`src/rtl/pipe_word_serializer_pkg.sv`:
```
// Shared definitions for the pipe word serializer.
// Header layout (top 32 bits of a message): {method id[15:0], word count[15:0]}.
package pipe_word_serializer_pkg;

  localparam int WORD_BITS = 32;
  localparam int HDR_BITS  = 32;
  localparam int CNT_BITS  = 16;

  // Bit offsets inside the header word
  localparam int ID_MSB    = HDR_BITS - 1;
  localparam int CNT_MSB   = ID_MSB - 16;

  typedef enum logic {
    IDLE,
    SEND
  } ser_state_e;

  typedef struct packed {
    logic [15:0] id;
    logic [15:0] cnt;
  } hdr_t;

  // Zero or oversize counts are clamped to the full message length
  function automatic logic [CNT_BITS-1:0] legal_cnt(input logic [CNT_BITS-1:0] cnt,
                                                    input logic [CNT_BITS-1:0] nwords);
    return ((cnt == '0) || (cnt > nwords)) ? nwords : cnt;
  endfunction

endpackage

```
`src/rtl/pipe_word_serializer_fifo.sv`:
```
// msg_fifo: DEPTH-entry register FIFO, W bits wide.
// Ports: CLK, nRST (async active-low), push/din write side, pop/dout read side
// (dout shows the head entry), full/empty status from registered occupancy.
// Push while full and pop while empty are ignored.
module msg_fifo #(
  parameter int W     = 144,
  parameter int DEPTH = 2
) (
  input  logic         CLK,
  input  logic         nRST,
  input  logic         push,
  input  logic [W-1:0] din,
  input  logic         pop,
  output logic [W-1:0] dout,
  output logic         full,
  output logic         empty
);

  localparam int AW = $clog2(DEPTH);

  logic [W-1:0]  mem [DEPTH];
  logic [AW-1:0] wptr_q;
  logic [AW-1:0] rptr_q;
  logic [AW:0]   count_q;
  logic          do_push;
  logic          do_pop;

  assign full    = (count_q == (AW+1)'(DEPTH));
  assign empty   = (count_q == '0);
  assign do_push = push && !full;
  assign do_pop  = pop && !empty;
  assign dout    = mem[rptr_q];

  always_ff @(posedge CLK or negedge nRST) begin
    if (!nRST) begin
      wptr_q  <= '0;
      rptr_q  <= '0;
      count_q <= '0;
      for (int unsigned i = 0; i < DEPTH; i++) begin
        mem[i] <= '0;
      end
    end else begin
      if (do_push) begin
        mem[wptr_q] <= din;
        wptr_q      <= wptr_q + 1'b1;
      end
      if (do_pop) begin
        rptr_q <= rptr_q + 1'b1;
      end
      if (do_push && !do_pop) begin
        count_q <= count_q + 1'b1;
      end else if (!do_push && do_pop) begin
        count_q <= count_q - 1'b1;
      end
    end
  end

endmodule

```
`src/rtl/pipe_word_serializer.sv`:
```
// pipe_word_serializer: buffers whole marshalled messages and emits each as a
// burst of 32-bit words, header word first, MSB-first.
// Ports:
//   CLK, nRST           clock, async active-low reset
//   enq__ENA/enq_v      message offer / message ({id, cnt, args...} from the top)
//   enq__RDY            message FIFO has room
//   out__ENA/out_v      word valid / word to the sink
//   out_last            current word ends the message
//   out__RDY            sink accepts the word
//   len_err             sticky flag: a message carried an illegal word count
//   msg_count           messages fully emitted (wraps)
module pipe_word_serializer
  import pipe_word_serializer_pkg::*;
#(
  parameter int WIDTH = 128,
  parameter int DEPTH = 2
) (
  input  logic              CLK,
  input  logic              nRST,
  input  logic              enq__ENA,
  input  logic [WIDTH-1:0]  enq_v,
  output logic              enq__RDY,
  output logic              out__ENA,
  output logic [31:0]       out_v,
  output logic              out_last,
  input  logic              out__RDY,
  output logic              len_err,
  output logic [15:0]       msg_count
);

  localparam int NWORDS = WIDTH / WORD_BITS;
  localparam logic [CNT_BITS-1:0] NW16 = CNT_BITS'(NWORDS);

  typedef struct packed {
    logic [CNT_BITS-1:0] cnt;
    logic [WIDTH-1:0]    payload;
  } entry_t;

  entry_t              push_entry;
  entry_t              head;
  logic [$bits(entry_t)-1:0] head_raw;
  logic                push;
  logic                pop;
  logic                full;
  logic                empty;
  logic [CNT_BITS-1:0] enq_cnt;
  logic                cnt_bad;

  ser_state_e          state_q, state_d;
  logic [WIDTH-1:0]    sreg_q, sreg_d;
  logic [CNT_BITS-1:0] rem_q, rem_d;
  logic                last_q, last_d;
  logic                ena_q, ena_d;
  logic                len_err_q, len_err_d;
  logic [15:0]         msg_count_q, msg_count_d;
  logic                run_q;

  assign enq_cnt = enq_v[WIDTH-HDR_BITS+CNT_MSB -: CNT_BITS];
  assign cnt_bad = (enq_cnt == '0) || (enq_cnt > NW16);

  // run_q keeps enq__RDY low through reset without a combinational path from nRST
  assign enq__RDY           = run_q && !full;
  assign push               = enq__ENA && enq__RDY;
  assign push_entry.cnt     = legal_cnt(enq_cnt, NW16);
  assign push_entry.payload = enq_v;
  assign head               = entry_t'(head_raw);

  msg_fifo #(
    .W     ($bits(entry_t)),
    .DEPTH (DEPTH)
  ) u_fifo (
    .CLK   (CLK),
    .nRST  (nRST),
    .push  (push),
    .din   (push_entry),
    .pop   (pop),
    .dout  (head_raw),
    .full  (full),
    .empty (empty)
  );

  // The presented word is the top slice of the shift register.
  assign out__ENA  = ena_q;
  assign out_v     = sreg_q[WIDTH-1 -: WORD_BITS];
  assign out_last  = last_q;
  assign len_err   = len_err_q;
  assign msg_count = msg_count_q;

  always_comb begin
    logic load;
    state_d     = state_q;
    sreg_d      = sreg_q;
    rem_d       = rem_q;
    last_d      = last_q;
    ena_d       = ena_q;
    len_err_d   = len_err_q | (push && cnt_bad);
    msg_count_d = msg_count_q;
    pop         = 1'b0;
    load        = 1'b0;

    case (state_q)
      IDLE: begin
        if (!empty) begin
          load = 1'b1;
        end
      end
      SEND: begin
        if (out__RDY) begin
          if (!last_q) begin
            sreg_d = sreg_q << WORD_BITS;
            rem_d  = rem_q - 1'b1;
            last_d = (rem_q == 16'd1);
          end else begin
            msg_count_d = msg_count_q + 16'd1;
            if (!empty) begin
              load = 1'b1;
            end else begin
              ena_d   = 1'b0;
              state_d = IDLE;
            end
          end
        end
      end
      default: state_d = IDLE;
    endcase

    // Shared by the IDLE start and the back-to-back reload after a final word
    if (load) begin
      pop     = 1'b1;
      sreg_d  = head.payload;
      rem_d   = head.cnt - 1'b1;
      last_d  = (head.cnt == 16'd1);
      ena_d   = 1'b1;
      state_d = SEND;
    end
  end

  always_ff @(posedge CLK or negedge nRST) begin
    if (!nRST) begin
      state_q     <= IDLE;
      sreg_q      <= '0;
      rem_q       <= '0;
      last_q      <= 1'b0;
      ena_q       <= 1'b0;
      len_err_q   <= 1'b0;
      msg_count_q <= '0;
      run_q       <= 1'b0;
    end else begin
      state_q     <= state_d;
      sreg_q      <= sreg_d;
      rem_q       <= rem_d;
      last_q      <= last_d;
      ena_q       <= ena_d;
      len_err_q   <= len_err_d;
      msg_count_q <= msg_count_d;
      run_q       <= 1'b1;
    end
  end

endmodule

```
`config.mk`:
```
export PLATFORM = sky130hd
export DESIGN_NAME = pipe_word_serializer
export DESIGN_NICKNAME = d
export VERILOG_FILES = /design/src/rtl/pipe_word_serializer_pkg.sv /design/src/rtl/pipe_word_serializer_fifo.sv /design/src/rtl/pipe_word_serializer.sv
export SDC_FILE = /design/constraint.sdc
export NUM_CORES = 1
export LEC_CHECK = 0
export ABC_AREA = 1
export CAP_MARGIN = 20
export CORE_UTILIZATION = 30
export DETAILED_ROUTE_END_ITERATION = 12
export SLEW_MARGIN = 0
export SYNTH_ARGS = -nofsm -noshare
export SYNTH_HDL_FRONTEND = slang
export SYNTH_SLANG_ARGS = --single-unit
```
`constraint.sdc`:
```
create_clock -name CLK -period 2.5 [get_ports CLK]
set_input_delay 0.625 -clock CLK [delete_from_list [all_inputs] [get_ports CLK]]
set_output_delay 0.625 -clock CLK [all_outputs]
set_load 0.01 [all_outputs]
```
# After elaboration in Yosys (flattened, before gate mapping)

Index checks and enable logic that the tools add are counted.

$add $sub $neg: 7
Order comparisons: 4
Eq/ne operators: 4
Mux-type cells: 35
Bitwise operators: 4
Reduce and logical (&&, ||, !) cells: 24

Operators with widths:

| cell                  | count |
|---|---|
| $mux 144              | 4 |
| $mux 128              | 4 |
| $bwmux 288            | 1 |
| $demux 144 s1         | 1 |
| $mux 16               | 5 |
| $eq 16x1->1 const B   | 2 |
| $sub 16x1->16 const B | 2 |
| $mux 1                | 17 |
| $add 16x1->16 const B | 1 |
| $gt 16x3->1 const B   | 1 |
| $logic_not 16->1      | 1 |
| $reduce_bool 2->1     | 5 |
| $logic_and 1x1->1     | 8 |
| $reduce_and 3->1      | 2 |
| $ge 2x2->1 const B    | 2 |
| $logic_not 1->1       | 4 |
| $mux 2                | 2 |
| $not 1->2             | 2 |
| $reduce_and 4->1      | 1 |
| $add 1x1->1 const B   | 2 |
| $add 2x1->2 const B   | 1 |
| $eq 2x2->1 const B    | 1 |
| $logic_not 2->1       | 1 |
| $lt 2x1->1 const B    | 1 |
| other kinds (7)       | 7 |

Register bits after elaboration: 457
Input port bits: 132
Output and inout port bits: 52

# Longest topological paths before layout

Word-level depth: 10
Gate-level depth with buffers: 14
Mapped depth without buffers: 12

# Cells and area by module

Synthesis repeated with hierarchy kept, for this count alone.

Cell total of the unflattened synthesis: 2,821
Area, all modules: 22,251.3 um^2

Modules (own cells, without submodules):

| module               | times used | cells each | area each (um^2) | sequential area each (um^2) |
|---|---|---|---|---|
| msg_fifo             | 1          | 1,772      | 13,840.8         | 7,307.0 |
| pipe_word_serializer | 1          | 1,049      | 8,410.6          | 4,129.0 |

# Worst setup path after synthesis

OpenSTA, ideal clock, no wires.

Kind: input to register
From: input port out__RDY
To: register u_fifo.count_q[1]
Library setup time: 0.131 ns
Data arrival time: 2.079 ns
Required time: 2.369 ns
Setup slack: 0.290 ns
Stages: 10
Cells stage by stage: nand3_2 nand2_1 nand2_2 buf_2 buf_4 buf_2 ha_1 a21oi_1 o21ai_0 xor2_1

Longest elaborated chain between the ends: 7

Ends and longest elaborated chain:

| element                                     | RTL line                        | text |
|---|---|---|
| from (decl)                                 | pipe_word_serializer.sv:26      | `input logic out__RDY,` |
| $mux 1 *                                    | pipe_word_serializer.sv:108     | `if (out__RDY) begin` |
| $pmux 1 s2 *                                | pipe_word_serializer.sv:101     | `case (state_q)` |
| $mux 1 *                                    | pipe_word_serializer.sv:128     | `if (load) begin` |
| $logic_and 1x1->1 *                         | pipe_word_serializer_fifo.sv:31 | `assign do_pop = pop && !empty;` |
| $logic_not 1->1                             | pipe_word_serializer_fifo.sv:50 | `if (do_push && !do_pop) begin` |
| $logic_and 1x1->1                           | pipe_word_serializer_fifo.sv:50 |  |
| $mux 2 or $reduce_bool 2->1 (tied branches) | --                              |  |
| to (signal assigned)                        | pipe_word_serializer_fifo.sv:51 | `count_q <= count_q + 1'b1;` |
| to (signal assigned)                        | pipe_word_serializer_fifo.sv:53 | `count_q <= count_q - 1'b1;` |
| to (decl)                                   | pipe_word_serializer_fifo.sv:24 | `logic [AW:0] count_q;` |

Every way passes the cells marked *; elsewhere a longest branch is shown, timed or not.
A chain may end at the register's enable or synchronous reset.

# Final worst setup path

From: register last_q, in the netlist out_last
To: output port out_last

RTL lines:

| element                | RTL line                    | text |
|---|---|---|
| from (decl)            | pipe_word_serializer.sv:52  | `logic last_q, last_d;` |
| from (signal assigned) | pipe_word_serializer.sv:152 | `last_q <= last_d;` |
| to (decl)              | pipe_word_serializer.sv:25  | `output logic out_last,` |

No word-level cell between the ends.

==> impl_metrics.csv <==
group,metric,value,unit
final_layout,drive_above_1_share,0.0659,
routing,drtIter0Drc,1298,
timing,period_minus_slack,2.26,ns
timing,rsz0062_at_grt,"false",
synth,ys.flop_type,"dfrtp_1",
die,die_x,264,µm
timing,maxSlewHeadroom,0.466,
routing,ant_nets,0,
critical_path,crit_slowest_cell,"clkdlybuf4s50_1",
critical_path,critPathCaptureType,"output port",
critical_path,crit_arrival,1.64,ns
critical_path,cpPeakStageDelay,0.58,ns
final_layout,layout.nets,2764,
synth,synthCells,2504,
synth,synthArstFlopShare,1.00,
critical_path,start_kind,"flip-flop",
critical_path,cp_top_family,"buffers and inverters",
critical_path,crit_cells,1,
critical_path,cp.required,1.88,ns
cts,post_cts_buffers,0,
routing,dr_total_vias,16500,
die,die-area,69800,µm²
timing,period_share,0.905,
cts,root_buffer,"clkbuf_16",
synth,synth_commonest_cells,"nand2_1 (946), dfrtp_1 (457), o21ai_0 (247)",
power_and_ir_drop,leakage,12.2,nW
power_and_ir_drop,cellPowerDensity,1240,nW/µm²
grt,grt_use_total,0.166,
grt,grt_max_degree,104,
synth,syn-mean-instance-area,8.24,µm²
timing,worst_slack,0.237,ns
final_layout,seqCellArea,11400,µm²
die,core_area,67600,µm²
run_status,status,"completed",
power_and_ir_drop,ir_drop,0.627,mV
routing,via_per_inst,4.66,
timing,hold_viol,0,
run,cap_violations,0,
synth,synth.top_cells.by_area,"dfrtp_1 (55%), nand2_1 (17%), o21ai_0 (6.0%)",
synth,synth-seq-cells,457,
synth,synth_top_cell_area_share,0.554,
timing,setup_viol,0,
timing,finalMaxSlewViolations,0,
place,hpwlAfterDp,39000,µm
routing,dr.pass1.iters,6,
die,rows,95,
cts,clkTransAtPathRegs,0.06,ns
min_path,min_path_cells,2,
grt,grt_pass1_vias,15800,
cts,cts_max_path_buffers,3,
routing,drt-total-wl,57200,µm
cts,htreeDepth,2,
synth,synth_cell_types,34,
synth,yosysTopAreaCell,"dfrtp_1",
timing,fin_skew,0.0159,ns
final_layout,area_growth,23.6,%
cts,clock_sinks,457,
synth,yosysSeqAreaShare,0.554,
timing,worst_pin_slew,0.801,ns
final_layout,multiInputGateArea,7410,µm²
die,initial_core_util,0.305,
synth,syn_area,20600,µm²
routing,wire_per_inst,16.1,µm
critical_path,crit_chain,"clkdlybuf4s50_1",
final_layout,fillCellCount,6855,
critical_path,critPathBufInv,1,
grt,gr-total-overflow,0,
synth,synth_fp_nets,2642,
critical_path,cp_max_fo,4,
place,dp_slack,-0.0176,ns
synth,synth_edf_count,0,
critical_path,path_class,"reg -> out",
routing,drc,0,
synth,yosysMostFrequentCell,"nand2_1",
timing,finalSetupTns,0,ns
cts,numCtsBuffers,53,
min_path,hold_class,"reg -> reg",
cts,cts_tree,"yes",
place,portBuffers,183,
grt,grt_pass1_wl,91300,µm
grt,antenna_found_initial,3,
die,dieHeight,264,µm
synth,ys_warn_count,0,
place,routabilityCongestion,0.842,
timing,fmax,442,MHz
die,io_pins,184,
critical_path,rr_worst_depth,11,
cts,clk_latency,0.61,ns
[report_power, final]
part	internal (mW)	switching, mW
Sequential	10.6	1.83
Clock	5.46	3.26
Combinational	4.03	6.54
[path summary, 6_finish.rpt]
| kind | from | to | slack (ns) |
|---|---|---|---|
| min in group asynchronous | nRST | u_fifo.mem[172] | 0.57 |
| max in group asynchronous | nRST | sreg_q[79] | 1.18 |
| setup reg to reg | u_fifo.rptr_q | rem_q[8] | 0.35 |
| setup / recovery | out_last | out_last | 0.24 |
| hold / removal | u_fifo.mem[142] | u_fifo.mem[142] | 0.46 |
| hold reg to reg | u_fifo.mem[142] | u_fifo.mem[142] | 0.46 |
[what timing repair did]
item | 4_1_cts | 5_1_grt
hold buffers | 1 | 0
endpoints found under the hold margin | 43 | 0
endpoints found under the setup margin | 0 | 1
gates resized for setup | 0 | 1
[layout make-up]
cell class	count	area share
inverters	228	0.0343
repair buffers	246	0.106
clock inverters	32	0.0199
clock buffers	68	0.0582
flip-flops and latches	457	0.449
multi-input cells	1640	0.290
diodes	2	0.000196
well taps	873	0.0428
[worst register-to-register path, stage by stage (launching register included)]
cell and delay (ns):
dfrtp_2 0.54, inv_8 0.21, nand2_1 0.08, nand2_1 0.14
ha_1 0.22, nand3_1 0.18, nor2_2 0.24, nand2_1 0.08
nand2_1 0.06, nand3_1 0.11, o211ai_1 0.11, nand2_1 0.06
[kinds of logic (layout without fill, tap and decap cells)]
group           after synthesis  count (layout)  share of synthesized area
compound gates              452             452                      0.127
buf+inv                     407             574                     0.0874
other cells                   1               3                   0.000182
xor+xnor                     23              23                    0.00977
mux                           1               1                   0.000546
flops                       457             457                      0.554
fa+ha+maj                     6               6                    0.00364
simple gates               1157            1157                      0.217
[metal layers]
metal  GRT usage  routed length [µm]  part of all wire
met2       0.250               25200              0.44
met3      0.0301                3240             0.057
met4      0.0445                1110             0.019
met1       0.243               27600              0.48
met5           0                  13           0.00023
[cells in the final DEF (no fill, tap or decap), types with 11 or more instances in the layout]
cell type,netlist,final
nand2_1,946,946
inv_1,223,223
o211ai_1,93,93
a31oi_1,85,85
nand3_1,41,41
clkbuf_16,0,54
xor2_1,14,14
o21ai_0,247,247
a21oi_1,15,15
buf_12,0,30
buf_4,40,32
clkinv_2,0,11
dfrtp_1,457,456
nor2_1,140,140
clkdlybuf4s50_1,0,181
bufinv_16,0,12
[flip-flops by register name, indices dropped and copies added, names as in the netlist]
register,cells
len_err,1
msg_count,16
out__ENA,1
out_last,1
rem_q,16
run_q,1
sreg_q,128
state_q,1
u_fifo.count_q,2
u_fifo.mem,288
u_fifo.rptr_q,1
u_fifo.wptr_q,1
[metrics by stage]
step	hold WS, ns	util	cells	power (mW)	cell area, µm²
3_3_place_gp	0.448	0.347	3443	23.0	23500
4_1_cts	0.467	0.377	3544	32.1	25500
5_1_grt	0.481	0.377	3545	34.2	25500
3_5_place_dp	0.452	0.347	3443	23.2	23500
2_1_floorplan	0.329	-	2504	19.3	20600
6_report	0.463	0.377	3546	31.7	25500
Note: power is estimated with default switching activity, not from simulation.
==> variant 1 (same flow settings) <==
Set the parameter `WIDTH` to 192 (it was 128).
--- a/src/rtl/pipe_word_serializer.sv
+++ b/src/rtl/pipe_word_serializer.sv
@@ -13,5 +13,5 @@
   import pipe_word_serializer_pkg::*;
 #(
-  parameter int WIDTH = 128,
+  parameter int WIDTH = 192,
   parameter int DEPTH = 2
 ) (
Ports: changed (resized enq_v); port bits go from 184 to 248. The function was not compared with the original's and may differ.
==> variant 1 against the original RTL <==
  * Global-route usage up 1.4 points
  * Total power up 24%
  * Worst setup slack got worse by 0.14 ns
  * Count of clock-buffer cells in the layout is 42 higher
  * Final area up 39%
  * Area after synthesis rose by 40%
  * Register-to-register slack got worse by 0.06 ns
  * Non-clock buffer count grew 95
  * Wire length grew 53%
  * Sequential cell count is 192 higher
  * Sequential power is 37% higher
  * Clock power increased by 28%
  * First-iteration DRC count rose by 55%
  * Critical path type unchanged
  * Largest cell class unchanged
  * Largest power group unchanged
==> variant 1: results (changes against the original RTL) <==
Clock Skew = 0.0274 ns (+0.0115 ns)
post-synthesis mux area share = 0% (-0.055 points)
Synth Area in Compound Gates = 13.8% (+1.1 points)
cts bufs inserted = 75 (+42%)
Worst Hold Path Cells = 2 (unchanged)
max_slew headroom = 54.7% (+8.1 points)
initial antenna violation count = 14 (+11)
# fillers = 9694 (+41%)
Worst Reg2Reg Path Length in Cells = 12 (+1)
pin count of the biggest net entering global routing = 143 (+38%)
Lkg Pwr = 16.4 nW (+35%)
Max stage delay on crit path = 0.61 ns (+0.03 ns)
hold path endpoint = u_fifo.mem[207]
average cell area after synthesis = 8.41 um^2 (+2.1%)
Yosys warnings = 0 (unchanged)
worst hold slack = 0.464 ns (+0.00145 ns)
layout cells sized above 1 = 6.71% (+0.12 points)
post-synthesis net count = 3629 (+37%)
Adder-Cell Fraction of Synth Area = 0.260% (-0.10 points)
area of the multi-input gates = 10300 um^2 (+39%)
Placed Cells = 4783 (+39%)
Post-DP Area = 32900 um^2 (+40%)
Worst R2R Start = u_fifo.rptr_q
FFs w/ async S/R, synth = 100% (unchanged)
vias per cell = 4.75 (+1.7%)
Iter 0 DRT Violations = 2016 (+55%)
Synth cell types = 41 (+21%)
CP top delay family = buffers and inverters
XOR/XNOR Fraction of Synth Area = 0.699% (-0.28 points)
htree depth = 3 (+1)
port bufs = 247 (+35%)
reg2reg end = rem_q[14]
GP Congestion = 0.854 (+1.4%)
Worst Path Arrival = 1.78 ns (+0.14 ns)
clock slew at reported path FFs = 0.06 ns (about the same)
post-place setup slack = -0.0664 ns (-0.0488 ns)
first-pass GRT wire length = 136000 um (+49%)
DRT Wirelength = 87500 um (+53%)
worst hold start = u_fifo.mem[207]
via count = 23349 (+41%)
Peak VDD IR = 0.000522 V (-17%)
slowest CP cell = clkdlybuf4s50_1
total track usage = 18.0% (+1.4 points)
Synth area leaders = dfrtp_1 (56%), nand2_1 (15%), o21ai_0 (5.3%), nor2_1 (4.0%), o211ai_1 (3.7%)
Post-CTS Setup Bufs = 0 (unchanged)
status = complete, no violations
top cells by count, synth = nand2_1 (1177), dfrtp_1 (649), o21ai_0 (308)
Post-DP HPWL = 60900 um (+56%)
critical path fanouts, max = 6 (+2)
Post-synth EDFFs = 0 (unchanged)
post-synthesis sequential area ratio = 56.3% (+0.90 points)
Largest regs = u_fifo.mem x416, sreg_q x192
r2r setup slk = 0.29 ns (-0.06 ns)
CTS root buffer = clkbuf_16
nets@finish = 3798 (+37%)
Pint = 0.0255 W (+27%)
## variant 1: cell count changes in the layout (fill, tap and decap cells not counted), sizes merged, moves of 7 or more
cell and change:
clkdlybuf4s50 +64, inv +47, buf +31, a31oi +56
o31ai +31, nor2 +170, nand3 -7, clkbuf +42
o211ai +48, o21ai +71, nand2 +231, bufinv -8
a21oi +8, dfrtp +192
## variant 1: layout make-up
type | instances | share of cell area [%]
antenna | 3 | 0.0212
timing repair buffer | 341 | 10.6
tap | 1265 | 4.46
inverter | 277 | 2.99
clock buffer | 110 | 6.41
multi-input combinational | 2252 | 29.0
clock inverter | 23 | 0.730
sequential | 649 | 45.8
## variant 1: worst max path at each step
stage	startpoint	endpoint	slack, ns	depth (start not counted)
after global placement	out__RDY	sreg_q[190]	-0.05	9
after global routing	out_last	out_last	0.03	1
after detailed placement	out__RDY	sreg_q[52]	-0.07	9
after floorplan	out__RDY	u_fifo.count_q[1]	0.48	9
after CTS	out_last	out_last	0.06	1
final	out_last	out_last	0.1	1
## variant 1: power groups by stage
| stage | Sequential [W] | Clock (W) | Combinational (W) |
|---|---|---|---|
| final | 0.0171 | 0.0112 | 0.0112 |
| after global routing | 0.0175 | 0.0118 | 0.0127 |
| after CTS | 0.0171 | 0.0114 | 0.0113 |
| after detailed placement | 0.0172 | 0 | 0.0112 |
| after global placement | 0.0171 | 0 | 0.0110 |
| after floorplan | 0.0163 | 0 | 0.00775 |
## variant 1: per-layer routing
layer  up-vias  global-route usage (%)  part of all wire, %
li1      11317                       -                    -
met5         -                       0                 0.10
met2       564                    29.5                   48
met4        14                    5.68                  2.7
met1     11329                    23.8                   44
met3       125                    3.60                  5.7
## variant 1: repair_timing
item / in CTS / in global routing
resized for setup: 1 / 0
setup endpoints to repair: 1 / 0
hold endpoints to repair: 28 / 0
hold buffers: 1 / 0
==> variant 2 (config.mk and constraints unchanged) <==
Made on the original files. Put one more register stage on the output `msg_count`, cleared by the reset. The value now appears one clock later. The other outputs are not delayed to match.
--- a/src/rtl/pipe_word_serializer.sv
+++ b/src/rtl/pipe_word_serializer.sv
@@ -85,5 +85,11 @@
   assign out_last  = last_q;
   assign len_err   = len_err_q;
-  assign msg_count = msg_count_q;
+  always_ff @(posedge CLK or negedge nRST) begin
+    if (!nRST) begin
+      msg_count <= '0;
+    end else begin
+      msg_count <= msg_count_q;
+    end
+  end
 
   always_comb begin
Behaviour: no difference found for any inputs over 4 cycles, from zero or initial values and one cycle with nRST low; that may be too few to reach the edited logic, so the function may still have changed.
==> variant 2 against the original RTL <==
  * Final cell count up 2.1%
  * Utilization is 0.27 points lower
  * Global-route usage rose by 0.43 points
  * Clock power is 12% lower
  * Non-clock buffer count up 7
  * Maximum frequency is 0.87% higher
  * Total power fell by 2.8%
  * First-iteration DRC count rose by 1.7%
  * Worst setup slack better by 0.019 ns
  * Final area increased by 1.2%
  * Area after synthesis increased by 1.9%
  * Wire length increased by 4.4%
  * Highest routed layer unchanged
  * Largest power group unchanged
  * Sequential cell count increased by 16
  * Critical endpoint unchanged
==> variant 2: results (changes against the original RTL) <==
worst slew pin tran = 0.673 ns (-0.128 ns)
Max stage delay on crit path = 0.60 ns (+0.02 ns)
initial antenna violation count = 7 (+4)
Post-DP Area = 24100 um^2 (+2.6%)
pin count of the biggest net entering global routing = 97 (-6.7%)
average cell area after synthesis = 8.34 um^2 (+1.2%)
Post-DP HPWL = 41300 um (+5.7%)
Clock Skew = 0.0163 ns (+0.000401 ns)
worst hold start = msg_count_q[11]
part of the power in registers = 41.3% (+2.1 points)
PwrDens = 1200 nW/um^2 (-4.0%)
reg2reg end = rem_q[14]
worst hold slack = 0.398 ns (-0.0649 ns)
layout cells sized above 1 = 6.18% (-0.41 points)
Placed Cells = 3525 (+2.4%)
# fillers = 7125 (+3.9%)
Layout Cells excl Fill = 3622 (+2.1%)
top cells by count, synth = nand2_1 (956), dfrtp_1 (473), o21ai_0 (220)
XOR/XNOR Fraction of Synth Area = 1.00% (+0.023 points)
Iter 0 DRT Violations = 1320 (+1.7%)
post-synthesis net count = 2659 (+0.64%)
number of global-route vias before repair = 15928 (+1.1%)
status = complete, no violations
GP Congestion = 0.869 (+3.1%)
Peak VDD IR = 0.000562 V (-10%)
hold path endpoint = msg_count[11]
vias per cell = 4.61 (-1.2%)
drt pass-1 iters = 5 (-1)
r2r setup slk = 0.43 ns (+0.08 ns)
## variant 2: cell types whose count changed in the layout (fill, tap and decap cells not counted), moves of 8 or more
| cell | before | now |
|---|---|---|
| o21ai_0 | 247 | 220 |
| nor2_1 | 140 | 155 |
| inv_1 | 223 | 215 |
| clkbuf_1 | 6 | 17 |
| dfrtp_1 | 456 | 473 |
| nand2_1 | 946 | 956 |
| bufinv_16 | 12 | 2 |
| a31oi_1 | 85 | 99 |
## variant 2: layout make-up
cell class	count	area share [%]
Antenna cell	3	0.0291
Sequential cell	473	45.9
Clock buffer	83	6.04
Tap cell	931	4.51
Multi-Input combinational cell	1648	28.9
Timing Repair Buffer	253	10.9
Clock inverter	10	0.514
Inverter	221	3.29
## variant 2: per-layer routing
metal  vias to the layer above  track usage, %  wire [um]
li1                       8238               -          -
met1                      7984            23.8      27800
met2                       375            26.4      26800
met3                        88            3.06       3290
met4                         6            5.81       1750
met5                         -               0         36
